### src/rtl/fb_pkg.sv
// Shared frame-buffer definitions for the stream writer and the display reader.
package fb_pkg;

   localparam int unsigned H_PIX    = 200;
   localparam int unsigned V_PIX    = 150;
   localparam int unsigned ADDR_W   = 15;
   localparam int unsigned FB_DEPTH = H_PIX * V_PIX;

   // One frame-buffer pixel, 2 bits per colour channel.
   typedef struct packed {
      logic [1:0] red;
      logic [1:0] green;
      logic [1:0] blue;
   } rgb222_t;

   function automatic rgb222_t to_rgb222(input logic [5:0] raw);
      return rgb222_t'(raw);
   endfunction

endpackage

### src/rtl/fb_stream_writer_if.sv
// Pixel-stream input and frame-buffer write port of the stream writer.
interface fb_stream_writer_if #(
   parameter int unsigned ADDR_W = fb_pkg::ADDR_W
);

   logic              s_valid;
   logic              s_ready;
   logic [5:0]        s_data;
   logic              s_sof;
   logic              hold;
   logic              wr_en;
   logic [ADDR_W-1:0] wr_addr;
   logic [5:0]        wr_data;
   logic              frame_done;
   logic              sof_err;
   logic              busy;

   // Pixel source / write-port observer side.
   modport master (
      output s_valid, s_data, s_sof, hold,
      input  s_ready, wr_en, wr_addr, wr_data, frame_done, sof_err, busy
   );

   // Stream writer side.
   modport slave (
      input  s_valid, s_data, s_sof, hold,
      output s_ready, wr_en, wr_addr, wr_data, frame_done, sof_err, busy
   );

endinterface

### src/rtl/fb_raster_counter.sv
// Raster position tracker: x/y counters plus a linear address that steps alongside them.
module fb_raster_counter #(
   parameter int unsigned H_PIX  = fb_pkg::H_PIX,
   parameter int unsigned V_PIX  = fb_pkg::V_PIX,
   parameter int unsigned ADDR_W = fb_pkg::ADDR_W
) (
   input  logic              clk,
   input  logic              rst_n,
   input  logic              i_inc,
   input  logic              i_clear,
   output logic [ADDR_W-1:0] o_addr,
   output logic              o_line_end,
   output logic              o_last_pixel
);

   localparam int unsigned XW = (H_PIX > 1) ? $clog2(H_PIX) : 1;
   localparam int unsigned YW = (V_PIX > 1) ? $clog2(V_PIX) : 1;

   logic [XW-1:0]     r_x, w_x_next;
   logic [YW-1:0]     r_y, w_y_next;
   logic [ADDR_W-1:0] r_addr, w_addr_next;
   logic              w_line_end, w_last_pixel;

   assign w_line_end   = (r_x == XW'(H_PIX - 1));
   assign w_last_pixel = w_line_end && (r_y == YW'(V_PIX - 1));

   // Next position: clear+inc restarts one past pixel 0, inc on the last pixel wraps to 0.
   always_comb begin
      w_x_next    = r_x;
      w_y_next    = r_y;
      w_addr_next = r_addr;
      if (i_clear) begin
         w_x_next    = '0;
         w_y_next    = '0;
         w_addr_next = '0;
         if (i_inc) begin
            w_x_next    = XW'(1);
            w_addr_next = ADDR_W'(1);
         end
      end else if (i_inc) begin
         if (w_last_pixel) begin
            w_x_next    = '0;
            w_y_next    = '0;
            w_addr_next = '0;
         end else if (w_line_end) begin
            w_x_next    = '0;
            w_y_next    = r_y + YW'(1);
            w_addr_next = r_addr + ADDR_W'(1);
         end else begin
            w_x_next    = r_x + XW'(1);
            w_addr_next = r_addr + ADDR_W'(1);
         end
      end
   end

   // Position registers.
   always_ff @(posedge clk or negedge rst_n) begin
      if (!rst_n) begin
         r_x    <= '0;
         r_y    <= '0;
         r_addr <= '0;
      end else begin
         r_x    <= w_x_next;
         r_y    <= w_y_next;
         r_addr <= w_addr_next;
      end
   end

   assign o_addr       = r_addr;
   assign o_line_end   = w_line_end;
   assign o_last_pixel = w_last_pixel;

endmodule

### src/rtl/fb_stream_writer.sv
// Frame-buffer write side: aligns a raster pixel stream to start-of-frame and writes each pixel.
module fb_stream_writer #(
   parameter int unsigned H_PIX  = fb_pkg::H_PIX,
   parameter int unsigned V_PIX  = fb_pkg::V_PIX,
   parameter int unsigned ADDR_W = fb_pkg::ADDR_W
) (
   input logic               clk,
   input logic               rst_n,
   fb_stream_writer_if.slave bus
);

   import fb_pkg::*;

   typedef enum logic [0:0] {StIdle, StWrite} state_e;

   state_e            r_state, w_state_next;
   logic              w_accept;
   logic              w_cnt_inc, w_cnt_clear;
   logic [ADDR_W-1:0] w_cnt_addr;
   logic              w_line_end, w_last_pixel, w_frame_end;
   logic              w_wr_en, w_frame_done, w_sof_err;
   logic [ADDR_W-1:0] w_wr_addr;

   logic              r_wr_en;
   logic [ADDR_W-1:0] r_wr_addr;
   rgb222_t           r_wr_data;
   logic              r_frame_done;
   logic              r_sof_err;

   // Ready is held low during reset so nothing is accepted before the FSM is valid.
   assign bus.s_ready = rst_n & ~bus.hold;
   assign w_accept    = bus.s_valid & bus.s_ready;
   assign w_frame_end = w_line_end & w_last_pixel;

   fb_raster_counter #(
      .H_PIX  (H_PIX),
      .V_PIX  (V_PIX),
      .ADDR_W (ADDR_W)
   ) u_raster (
      .clk          (clk),
      .rst_n        (rst_n),
      .i_inc        (w_cnt_inc),
      .i_clear      (w_cnt_clear),
      .o_addr       (w_cnt_addr),
      .o_line_end   (w_line_end),
      .o_last_pixel (w_last_pixel)
   );

   // Next state and write decision for the beat accepted this cycle.
   always_comb begin
      w_state_next = r_state;
      w_cnt_inc    = 1'b0;
      w_cnt_clear  = 1'b0;
      w_wr_en      = 1'b0;
      w_wr_addr    = w_cnt_addr;
      w_frame_done = 1'b0;
      w_sof_err    = 1'b0;
      unique case (r_state)
         StIdle: begin
            // Beats before a start-of-frame are dropped.
            if (w_accept && bus.s_sof) begin
               w_wr_en      = 1'b1;
               w_wr_addr    = '0;
               w_cnt_clear  = 1'b1;
               w_cnt_inc    = 1'b1;
               w_state_next = StWrite;
            end
         end
         StWrite: begin
            if (w_accept) begin
               w_wr_en = 1'b1;
               if (bus.s_sof) begin
                  // Resync: abandon the partial frame and restart at pixel 0.
                  w_sof_err   = 1'b1;
                  w_wr_addr   = '0;
                  w_cnt_clear = 1'b1;
                  w_cnt_inc   = 1'b1;
               end else begin
                  w_cnt_inc = 1'b1;
                  if (w_frame_end) begin
                     w_frame_done = 1'b1;
                     w_state_next = StIdle;
                  end
               end
            end
         end
         default: w_state_next = StIdle;
      endcase
   end

   // State register.
   always_ff @(posedge clk or negedge rst_n) begin
      if (!rst_n) begin
         r_state <= StIdle;
      end else begin
         r_state <= w_state_next;
      end
   end

   // Registered write port and status pulses, one cycle after acceptance.
   always_ff @(posedge clk or negedge rst_n) begin
      if (!rst_n) begin
         r_wr_en      <= 1'b0;
         r_wr_addr    <= '0;
         r_wr_data    <= '0;
         r_frame_done <= 1'b0;
         r_sof_err    <= 1'b0;
      end else begin
         r_wr_en      <= w_wr_en;
         r_frame_done <= w_frame_done;
         r_sof_err    <= w_sof_err;
         if (w_wr_en) begin
            r_wr_addr <= w_wr_addr;
            r_wr_data <= to_rgb222(bus.s_data);
         end
      end
   end

   assign bus.wr_en      = r_wr_en;
   assign bus.wr_addr    = r_wr_addr;
   assign bus.wr_data    = r_wr_data;
   assign bus.frame_done = r_frame_done;
   assign bus.sof_err    = r_sof_err;
   assign bus.busy       = (r_state == StWrite);

endmodule

### src/flat_wrapper.sv
// flat-port wrapper written by rule: the top's interface ports become plain ports
module fb_stream_writer_flat import fb_pkg::*;
#(
   parameter int unsigned H_PIX  = fb_pkg::H_PIX,
   parameter int unsigned V_PIX  = fb_pkg::V_PIX,
   parameter int unsigned ADDR_W = fb_pkg::ADDR_W
)
  (clk, rst_n, bus_s_valid, bus_s_data, bus_s_sof, bus_hold, bus_s_ready, bus_wr_en, bus_wr_addr, bus_wr_data, bus_frame_done, bus_sof_err, bus_busy);
  fb_stream_writer_if #(.ADDR_W(ADDR_W)) bus_i ();
  input logic clk;
  input logic rst_n;
  input wire logic [$bits(bus_i.s_valid)-1:0] bus_s_valid;
  input wire logic [$bits(bus_i.s_data)-1:0] bus_s_data;
  input wire logic [$bits(bus_i.s_sof)-1:0] bus_s_sof;
  input wire logic [$bits(bus_i.hold)-1:0] bus_hold;
  output wire logic [$bits(bus_i.s_ready)-1:0] bus_s_ready;
  output wire logic [$bits(bus_i.wr_en)-1:0] bus_wr_en;
  output wire logic [$bits(bus_i.wr_addr)-1:0] bus_wr_addr;
  output wire logic [$bits(bus_i.wr_data)-1:0] bus_wr_data;
  output wire logic [$bits(bus_i.frame_done)-1:0] bus_frame_done;
  output wire logic [$bits(bus_i.sof_err)-1:0] bus_sof_err;
  output wire logic [$bits(bus_i.busy)-1:0] bus_busy;
  assign bus_i.s_valid = bus_s_valid;
  assign bus_i.s_data = bus_s_data;
  assign bus_i.s_sof = bus_s_sof;
  assign bus_i.hold = bus_hold;
  assign bus_s_ready = bus_i.s_ready;
  assign bus_wr_en = bus_i.wr_en;
  assign bus_wr_addr = bus_i.wr_addr;
  assign bus_wr_data = bus_i.wr_data;
  assign bus_frame_done = bus_i.frame_done;
  assign bus_sof_err = bus_i.sof_err;
  assign bus_busy = bus_i.busy;
  fb_stream_writer #(.H_PIX(H_PIX), .V_PIX(V_PIX), .ADDR_W(ADDR_W)) u_core (.clk(clk), .rst_n(rst_n), .bus(bus_i));
endmodule
### config.mk
export PLATFORM = sky130hd
export DESIGN_NAME = fb_stream_writer_flat
export DESIGN_NICKNAME = d
export VERILOG_FILES = /design/src/rtl/fb_pkg.sv /design/src/rtl/fb_stream_writer_if.sv /design/src/rtl/fb_raster_counter.sv /design/src/rtl/fb_stream_writer.sv /design/src/flat_wrapper.sv
export SDC_FILE = /design/constraint.sdc
export NUM_CORES = 1
export LEC_CHECK = 0
export CAP_MARGIN = 20
export CORE_ASPECT_RATIO = 1.4
export CORE_MARGIN = 1.5
export CORE_UTILIZATION = 51
export CTS_BUF_LIST = sky130_fd_sc_hd__clkbuf_8
export CTS_CLUSTER_DIAMETER = 60
export DETAILED_ROUTE_END_ITERATION = 8
export PLACE_DENSITY = 0.86
export SLEW_MARGIN = 10
export SYNTH_ARGS = -nofsm -noshare
export SYNTH_HDL_FRONTEND = slang
export SYNTH_SLANG_ARGS = --single-unit
### constraint.sdc
create_clock -name clk -period 1.8 [get_ports clk]
set_input_delay 0.18 -clock clk [delete_from_list [all_inputs] [get_ports clk]]
set_output_delay 0.18 -clock clk [all_outputs]
set_load 0.01 [all_outputs]
==> results of run 1 <==
path summary, 6_finish.rpt:
path,from,endpoint,slack [ns],depth (start not counted)
worst min-delay path,rst_n,u_core.bus.frame_done,0.004,2
worst min register to register,u_core.bus.wr_data[1],u_core.bus.wr_data[1],0.48,2
min in group clk,rst_n,u_core.bus.busy,0.36,4
worst max-delay path,u_core.u_raster.o_addr[0],u_core.u_raster.o_addr[10],-0.03,6
worst max register to register,u_core.u_raster.o_addr[0],u_core.u_raster.o_addr[10],-0.03,6
max in group asynchronous,rst_n,u_core.bus.wr_data[5],1.07,3
critical path: stages (launching register included):
cell and delay (ns):
dfrtp_1 0.40, ha_2 0.22, and3_4 0.20, nand4_1 0.15, buf_4 0.20, or4_1 0.44, a21oi_1 0.15
where the power goes:
group	internal, mW	total [mW]	switching [mW]
Combinational	0.371	0.713	0.341
Sequential	1.38	1.47	0.0885
Clock	0.408	0.805	0.397
synth_stat cells (2+ instances only):
cell type  number  share of area, %
and2_1          2              0.46
nor4bb_1        2              0.74
inv_1           6              0.83
and4_1          4               1.3
nand4_1         9               2.1
or4_1           3              0.83
a41oi_1         2              0.65
dfrtp_1        56                52
or3_2           2              0.56
nand4bb_1       2              0.83
nor4_1          4              0.93
a22o_1         11               3.6
buf_1           2              0.28
nand4b_1        2              0.65
nand2_1        40               5.6
o21ai_0         6               1.1
and3_1          6               1.4
o41ai_1         2              0.65
xnor2_1         5               1.6
a21oi_1        15               2.8
nor3_1          4              0.74
nand3_1        19               3.5
buf_2           3              0.56
nand3b_1        2              0.56
nor2_1         10               1.4
ha_1            4               1.9
a31oi_1        19               4.4
o31ai_1         5               1.4
clkbuf_1       11               1.5
repair_timing:
| action | in CTS | in global routing |
|---|---|---|
| hold buffers | 1 | 0 |
| gates resized for setup | 4 | 18 |
| pin swaps | 3 | 12 |
| setup buffers | 1 | 4 |
| gates cloned | 2 | 0 |
| setup endpoints to repair | 20 | 21 |
| hold endpoints to repair | 20 | 0 |
per-layer routing:
metal | part of all wire [%] | vias up | wire length, um | global-route usage [%]
met1 | 37 | 1278 | 2810 | 31.9
li1 | - | 1187 | - | -
met5 | 0 | - | 0 | 0
met4 | 2.9 | 0 | 221 | 11.0
met3 | 6.0 | 26 | 455 | 4.91
met2 | 54 | 140 | 4100 | 48.7
final cells by class:
class	count	area share, %
sequential	56	37.6
multi-input combinational	195	34.9
timing repair buffer	91	21.8
tap	66	2.22
clock buffer	5	1.85
clock inverter	3	1.04
inverter	6	0.605
state kept, by name, summed over array words and instances, names as in the netlist:
| signal | flops |
|---|---|
| u_core.bus.busy | 1 |
| u_core.bus.frame_done | 1 |
| u_core.bus.sof_err | 1 |
| u_core.bus.wr_addr | 15 |
| u_core.bus.wr_data | 6 |
| u_core.bus.wr_en | 1 |
| u_core.u_raster.o_addr | 15 |
| u_core.u_raster.r_x | 8 |
| u_core.u_raster.r_y | 8 |
logic make-up after synthesis:
group | share of synthesized area (%)
AND/OR/NAND/NOR | 24.5
flip-flops | 51.9
AO/OA/AOI/OAI | 17.0
XOR/XNOR | 1.62
buffers and inverters | 3.20
adder cells (fa/ha/maj) | 1.85
cells in the final DEF (no fill, tap or decap), types with 3 or more instances in the layout:
cell type        count
a21oi_1             10
nand3_1             19
and3_1               5
o21ai_0              4
buf_2                3
nor2_1               9
xnor2_1              5
buf_4               47
dfrtp_1             56
clkbuf_8             5
a22o_1              11
a31oi_1             19
a21oi_2              5
ha_1                 3
clkdlybuf4s50_1     35
nor4_1               4
nand2_1             40
and4_1               4
inv_1                7
buf_12               3
o31ai_1              4
nor3_1               4
nand4_1              9
stage by stage:
step	std cells	util [%]	TNS, ns
CTS	418	70.8	-0.0577
detailed placement	406	67.7	-2.99
global placement	406	67.7	-0.937
global route	422	72.8	-0.319
floorplan	273	-	0
finish	422	72.8	-0.0583
==> impl_metrics.py, run 1 <==
metrics = {
    "run_status": {
        "status": "finished with violations",
        "violations": "negative setup slack",
    },
    "finish": {
        "fillCellCount": 380,
        "fin_area_mm2": 0.00372,
        "multi_input_area_mm2": 0.00130,
        "ff_latch_area_mm2": 0.00140,
        "nNetsFinal": 370,
        "diodes": 0,
        "syn_to_final_growth_pct": 38.0,
        "final_layout_size_suffix_gt1_share_pct": 23.3,
    },
    "synthesis": {
        "synth.avg_cell_area_um2": 9.89,
        "yosysUniqueCellTypes": 44,
        "syn_area_mm2": 0.00270,
        "async_flop_share_pct": 100,
        "ys_seq_elements": 56,
        "synth_warnings": 0,
        "synth_ff_type": "dfrtp_1",
        "yosysSeqAreaShare_pct": 51.9,
        "synth_edf_count": 0,
        "synth_nets": 288,
        "syn_inst": 273,
    },
    "route": {
        "dr_total_vias": 2631,
        "vias_per_cell": 6.23,
        "initialDrtViolationCount": 170,
        "ant_nets": 0,
        "remaining_drc_errors": 0,
        "routedWlPerCell_um": 18.0,
        "drt-total-wl_mm": 7.58,
        "first_pass_iters": 5,
    },
    "sta": {
        "worst_pin_slew_ns": 0.458,
        "period_share_pct": 102,
        "skew_ns": 0.00448,
        "rsz0062_at_grt": "yes",
        "final-max-slew-violation-count": 0,
        "fin_ws_ns": -0.0306,
        "fin_crit_ns": 1.83,
        "setup_viol": 4,
        "max_freq_mhz": 546,
        "hold_viol": 0,
        "hold_slack_ns": 0.00402,
        "slew_headroom_pct": 69.5,
    },
    "job": {
        "cap_violations": 0,
    },
    "global_routing": {
        "antenna_found_initial": 0,
        "grt_pass1_wl_mm": 11.8,
        "grt_max_degree": 37,
        "grt_pass1_vias": 2442,
        "grt_usage_pct": 27.0,
        "overflow": 0,
    },
    "worst_setup_path": {
        "startpoint_type": "flip-flop",
        "crit_arrival_ns": 2.07,
        "required_ns": 2.04,
        "cp_max_fo": 5,
        "end_kind": "flip-flop",
        "critPathKind": "flip-flop to flip-flop",
    },
    "cts": {
        "cts.htree.levels": 2,
        "cts_tree": "built",
        "cts.sinks": 56,
        "clk_latency_ns": 0.31,
        "clk_path_buf_depth": 2,
        "cts_made_buffers": 5,
        "clk_pin_slew_ns": 0.09,
        "cts_root_buffer": "clkbuf_8",
    },
    "placed_design": {
        "hpwl_mm": 4.84,
        "place_area_mm2": 0.00346,
        "globalplace.congestion": 0.839,
        "pre_cts_ws_ns": -0.230,
        "io_buffers": 36,
    },
    "floorplanning": {
        "fp.dieArea_mm2": 0.00575,
        "core_area_mm2": 0.00512,
        "rows": 31,
        "die_h_um": 89.1,
        "die_w_um": 64.5,
        "io_pins": 37,
        "initial_core_util_pct": 52.7,
    },
    "power_and_ir_drop": {
        "power_mw": 2.99,
        "powerDensity_mw_per_mm2": 802,
        "p_leak_nw": 1.68,
        "ir_drop_v": 0.000511,
    },
    "min_path": {
        "holdCritPathClass": "input pin to asynchronous set/reset pin",
    },
}
No activity file was read; power rests on OpenSTA's default activity.
==> run 2, diff against run 1 <==
--- a/config.mk
+++ b/config.mk
@@ -12,6 +12,7 @@
 export CTS_BUF_LIST = sky130_fd_sc_hd__clkbuf_8
 export CTS_CLUSTER_DIAMETER = 60
 export DETAILED_ROUTE_END_ITERATION = 8
+export MAX_ROUTING_LAYER = met4
 export PLACE_DENSITY = 0.86
 export SLEW_MARGIN = 10
 export SYNTH_ARGS = -nofsm -noshare
==> impl_metrics.py, run 2 (same netlist as run 1, synthesis figures left out) <==
metrics = {
    "sta": {
        "rsz0062_at_grt": "yes",
        "slew_headroom_pct": 69.7,
        "period_share_pct": 101,
        "final-max-slew-violation-count": 0,
        "totalNegativeSetupSlack_ns": -0.0140,
        "fin_crit_ns": 1.81,
        "hold_viol": 0,
        "hold_slack_ns": 0.00123,
        "setup_viol": 1,
        "max_freq_mhz": 551,
        "fin_ws_ns": -0.0140,
        "skew_ns": 0.00673,
        "worst_pin_slew_ns": 0.455,
    },
    "placed_design": {
        "place_area_mm2": 0.00346,
        "globalplace.congestion": 0.853,
        "io_buffers": 36,
        "hpwl_mm": 4.84,
        "dp_cells": 406,
    },
    "route": {
        "dr_total_vias": 2618,
        "drt-total-wl_mm": 7.49,
        "initialDrtViolationCount": 126,
        "first_pass_iters": 5,
        "remaining_drc_errors": 0,
        "routedWlPerCell_um": 17.8,
        "vias_per_cell": 6.22,
        "ant_nets": 0,
    },
    "global_routing": {
        "grt_usage_pct": 27.7,
        "antenna_found_initial": 0,
        "grt_max_degree": 37,
        "grt_pass1_wl_mm": 11.8,
        "overflow": 0,
        "grt_pass1_vias": 2441,
    },
    "power_and_ir_drop": {
        "powerDensity_mw_per_mm2": 805,
        "power_mw": 2.99,
        "ir_drop_v": 0.000510,
        "p_leak_nw": 1.67,
    },
    "finish": {
        "fin_area_mm2": 0.00371,
        "nNetsFinal": 369,
        "final_layout_size_suffix_gt1_share_pct": 23.1,
        "fin_cells": 421,
        "fillCellCount": 386,
        "final_common_cell": "dfrtp_1",
        "diodes": 0,
        "syn_to_final_growth_pct": 37.4,
        "final_cell_mix": "dfrtp_1, buf_4, nand2_1",
    },
    "worst_setup_path": {
        "crit_arrival_ns": 2.05,
        "required_ns": 2.04,
        "critPathKind": "flip-flop to flip-flop",
        "cp_max_fo": 5,
        "end_kind": "flip-flop",
        "startpoint_type": "flip-flop",
    },
    "cts": {
        "cts_made_buffers": 5,
        "cts.htree.levels": 2,
        "cts_tree": "built",
        "cts_root_buffer": "clkbuf_8",
        "clk_path_buf_depth": 2,
        "clk_latency_ns": 0.31,
        "clk_pin_slew_ns": 0.10,
        "cts.sinks": 56,
    },
    "floorplanning": {
        "initial_core_util_pct": 52.7,
        "core_area_mm2": 0.00512,
        "die_w_um": 64.5,
        "fp.dieArea_mm2": 0.00575,
        "rows": 31,
        "io_pins": 37,
        "die_h_um": 89.1,
    },
    "run_status": {
        "status": "finished with violations",
        "violations": "negative setup slack",
    },
    "min_path": {
        "holdCritPathClass": "input pin to asynchronous set/reset pin",
    },
    "job": {
        "cap_violations": 0,
    },
}
-- run 2: area by class of cell --
cell class,count,area [um2],area share [%]
inverters,6,22.5,0.607
multi-input cells,195,1300,34.9
well taps,66,82.6,2.23
flip-flops and latches,56,1400,37.8
clock buffers,5,68.8,1.85
repair buffers,90,800,21.6
clock inverters,3,38.8,1.05
-- run 2: worst paths after layout --
check,start,to,slack [ns],cells after the start
max,u_core.u_raster.o_addr[0],u_core.u_raster.o_addr[10],-0.01,6
min,rst_n,u_core.u_raster.o_addr[0],0.001,2
max reg2reg,u_core.u_raster.o_addr[0],u_core.u_raster.o_addr[10],-0.01,6
min reg2reg,u_core.bus.wr_data[1],u_core.bus.wr_data[1],0.48,2
max in group asynchronous,rst_n,u_core.u_raster.r_x[0],1.07,3
min in group clk,rst_n,u_core.bus.busy,0.35,4
-- run 2: per-layer routing --
layer | track usage, % | wire [um] | vias up
met4 | 11.8 | 246 | 0
met3 | 4.91 | 474 | 31
met1 | 31.6 | 2750 | 1277
li1 | - | - | 1188
met5 | - | 0 | -
met2 | 48.3 | 4020 | 122
-- run 2: repair_timing --
item | CTS | global route
hold buffers | 1 | 0
setup endpoints to repair | 20 | 21
endpoints found under the hold margin | 20 | 0
cloned | 2 | 0
pin swaps | 3 | 9
gates resized for setup | 4 | 17
setup buffers | 1 | 3
-- run 2: power by group --
group	leakage, nW	total [mW]	switching, mW	internal [mW]
Sequential	0.748	1.47	0.0884	1.38
Clock	0.0593	0.800	0.392	0.408
Combinational	0.866	0.718	0.347	0.371
-- run 2: per-stage QoR --
stage / util [%] / worst slack, ns
5_1_grt: 72.5 / -0.0816
4_1_cts: 70.8 / -0.0338
3_3_place_gp: 67.7 / -0.132
2_1_floorplan: - / 0.0136
3_5_place_dp: 67.7 / -0.230
6_report: 72.5 / -0.0140
-- run 2: critical path: stages (launching register included) --
cell     delay [ns]
dfrtp_1        0.39
ha_2           0.21
and3_4         0.20
nand4_1        0.15
buf_4          0.20
or4_1          0.44
a21oi_1        0.15
==> run 3, diff against run 2 <==
--- a/config.mk
+++ b/config.mk
@@ -8,12 +8,13 @@
 export CAP_MARGIN = 20
 export CORE_ASPECT_RATIO = 1.4
 export CORE_MARGIN = 1.5
-export CORE_UTILIZATION = 51
+export CORE_UTILIZATION = 53
 export CTS_BUF_LIST = sky130_fd_sc_hd__clkbuf_8
 export CTS_CLUSTER_DIAMETER = 60
 export DETAILED_ROUTE_END_ITERATION = 8
+export DONT_BUFFER_PORTS = 1
 export MAX_ROUTING_LAYER = met4
-export PLACE_DENSITY = 0.86
+export PLACE_DENSITY = 0.79
 export SLEW_MARGIN = 10
 export SYNTH_ARGS = -nofsm -noshare
 export SYNTH_HDL_FRONTEND = slang
==> impl_metrics.py, run 3 (same netlist as run 1, synthesis figures left out) <==
metrics = {
    "run_status": {
        "status": "finished with violations",
        "violations": "negative setup slack",
    },
    "sta": {
        "setup_viol": 21,
        "worst_pin_slew_ns": 0.512,
        "hold_viol": 0,
        "fin_crit_ns": 1.92,
        "skew_ns": 0.0138,
        "final-max-slew-violation-count": 0,
        "period_share_pct": 107,
        "max_freq_mhz": 520,
        "fin_ws_ns": -0.123,
        "hold_slack_ns": 0.235,
        "slew_headroom_pct": 65.8,
        "rsz0062_at_grt": "yes",
        "totalNegativeSetupSlack_ns": -1.33,
    },
    "route": {
        "routedWlPerCell_um": 19.8,
        "vias_per_cell": 6.53,
        "first_pass_iters": 5,
        "drt-total-wl_mm": 7.64,
        "initialDrtViolationCount": 273,
        "ant_nets": 0,
        "remaining_drc_errors": 0,
        "dr_total_vias": 2521,
    },
    "floorplanning": {
        "io_pins": 37,
        "die_h_um": 87.5,
        "fp.dieArea_mm2": 0.00554,
        "initial_core_util_pct": 55.3,
        "rows": 30,
        "die_w_um": 63.3,
        "core_area_mm2": 0.00488,
    },
    "global_routing": {
        "grt_usage_pct": 26.0,
        "antenna_found_initial": 0,
        "grt_max_degree": 57,
        "grt_pass1_vias": 2286,
        "overflow": 0,
        "grt_pass1_wl_mm": 10.9,
    },
    "power_and_ir_drop": {
        "powerDensity_mw_per_mm2": 825,
        "p_leak_nw": 1.64,
        "cellInternalPower_mw": 2.10,
        "p_sw_share_pct": 28.9,
        "power_frac_seq_pct": 51.0,
        "clockPowerShare_pct": 27.8,
        "p_switching_mw": 0.854,
        "p_comb_share_pct": 21.2,
        "ir_drop_v": 0.000498,
        "power_mw": 2.96,
    },
    "finish": {
        "final_common_cell": "dfrtp_1",
        "nNetsFinal": 336,
        "ff_latch_area_mm2": 0.00140,
        "diodes": 0,
        "final_layout_size_suffix_gt1_share_pct": 26.7,
        "syn_to_final_growth_pct": 32.8,
        "fin_area_mm2": 0.00359,
        "final_cell_mix": "dfrtp_1, nand2_1, buf_4",
        "fillCellCount": 319,
        "multi_input_area_mm2": 0.00143,
        "fin_cells": 386,
        "fin_util_pct": 73.5,
    },
    "placed_design": {
        "globalplace.congestion": 0.841,
        "hpwl_mm": 4.28,
        "place_area_mm2": 0.00298,
        "io_buffers": 0,
        "pre_cts_ws_ns": -0.117,
        "dp_cells": 354,
    },
    "cts": {
        "cts_tree": "built",
        "cts.sinks": 56,
        "cts.htree.levels": 2,
        "clk_path_buf_depth": 2,
        "cts_made_buffers": 5,
        "cts_root_buffer": "clkbuf_8",
        "clk_pin_slew_ns": 0.10,
        "clk_latency_ns": 0.32,
    },
    "worst_setup_path": {
        "r2r_end": "u_core.u_raster.r_y[7]",
        "critPathKind": "flip-flop to flip-flop",
        "crit_arrival_ns": 2.13,
        "path_cells": "ha_4 > nand4_1 > nand4bb_4 > buf_6 > a21oi_4 > buf_4 > a21oi_1",
        "crit_start": "u_core.u_raster.r_x[1]",
        "critPathSlowestCell": "dfrtp_1",
        "startpoint_type": "flip-flop",
        "rr_worst_depth": 7,
        "required_ns": 2.00,
        "rrSetupSlack_ns": -0.12,
        "cpLargestDelayFamily": "simple AND/OR/NAND/NOR gates",
        "path_buf_inv": 2,
        "cp_max_fo": 7,
        "end_kind": "flip-flop",
        "r2r-start": "u_core.u_raster.r_x[1]",
        "cpPeakStageDelay_ns": 0.41,
    },
    "min_path": {
        "holdCritPathClass": "input pin to flip-flop",
        "holdCritStartpoint": "rst_n",
        "hold_end": "u_core.bus.frame_done",
        "min_path_cells": 3,
    },
    "job": {
        "cap_violations": 0,
    },
}
[run 3: cell types whose count changed in the layout (fill, tap and decap cells not counted), sizes merged]
cell	previous run	this run
buf	54	46
clkdlybuf4s50	35	0
dlygate4sd3	1	9
clkbuf	5	7
[run 3: worst max-delay path by stage]
stage,cells after the start,endpoint
finish,7,u_core.u_raster.r_y[7]
floorplan,4,u_core.u_raster.r_y[7]
CTS,5,u_core.u_raster.r_y[2]
global route,6,u_core.u_raster.o_addr[7]
global placement,5,u_core.u_raster.r_y[7]
detailed placement,5,u_core.u_raster.r_y[7]
[run 3: power by group through the flow]
| stage | Combinational, mW | Clock, mW | Sequential (mW) |
|---|---|---|---|
| 6_report | 0.627 | 0.822 | 1.51 |
| 5_1_grt | 0.671 | 0.876 | 1.52 |
| 4_1_cts | 0.520 | 0.825 | 1.49 |
| 3_5_place_dp | 0.445 | 0 | 1.52 |
| 3_3_place_gp | 0.432 | 0 | 1.51 |
| 2_1_floorplan | 0.240 | 0 | 1.53 |
[run 3: worst min-delay path: cells and delay by family]
kind          cells  cell delay [ns]
buf+inv           1             0.20
simple gates      2             0.13
[run 3: metal layers]
layer	GRT usage [%]	wire length (um)	vias to the layer above
met5	-	0	-
met4	14.6	251	0
met3	5.05	389	25
met2	41.3	4170	124
met1	30.9	2820	1254
li1	-	-	1118
[run 3: layout make-up]
type / count / area share (%)
repair buffers: 57 / 15.3
clock inverters: 3 / 1.08
flip-flops and latches: 56 / 39.1
well taps: 64 / 2.23
multi-input cells: 195 / 39.7
clock buffers: 5 / 1.92
inverters: 6 / 0.628
[run 3: timing repair]
action / CTS / global route
endpoints found under the setup margin: 20 / 36
endpoints found under the hold margin: 63 / 1
pin swaps: 10 / 12
hold buffers: 9 / 1
gates resized for setup: 7 / 36
buffers inserted: 5 / 6
gates cloned: 0 / 3
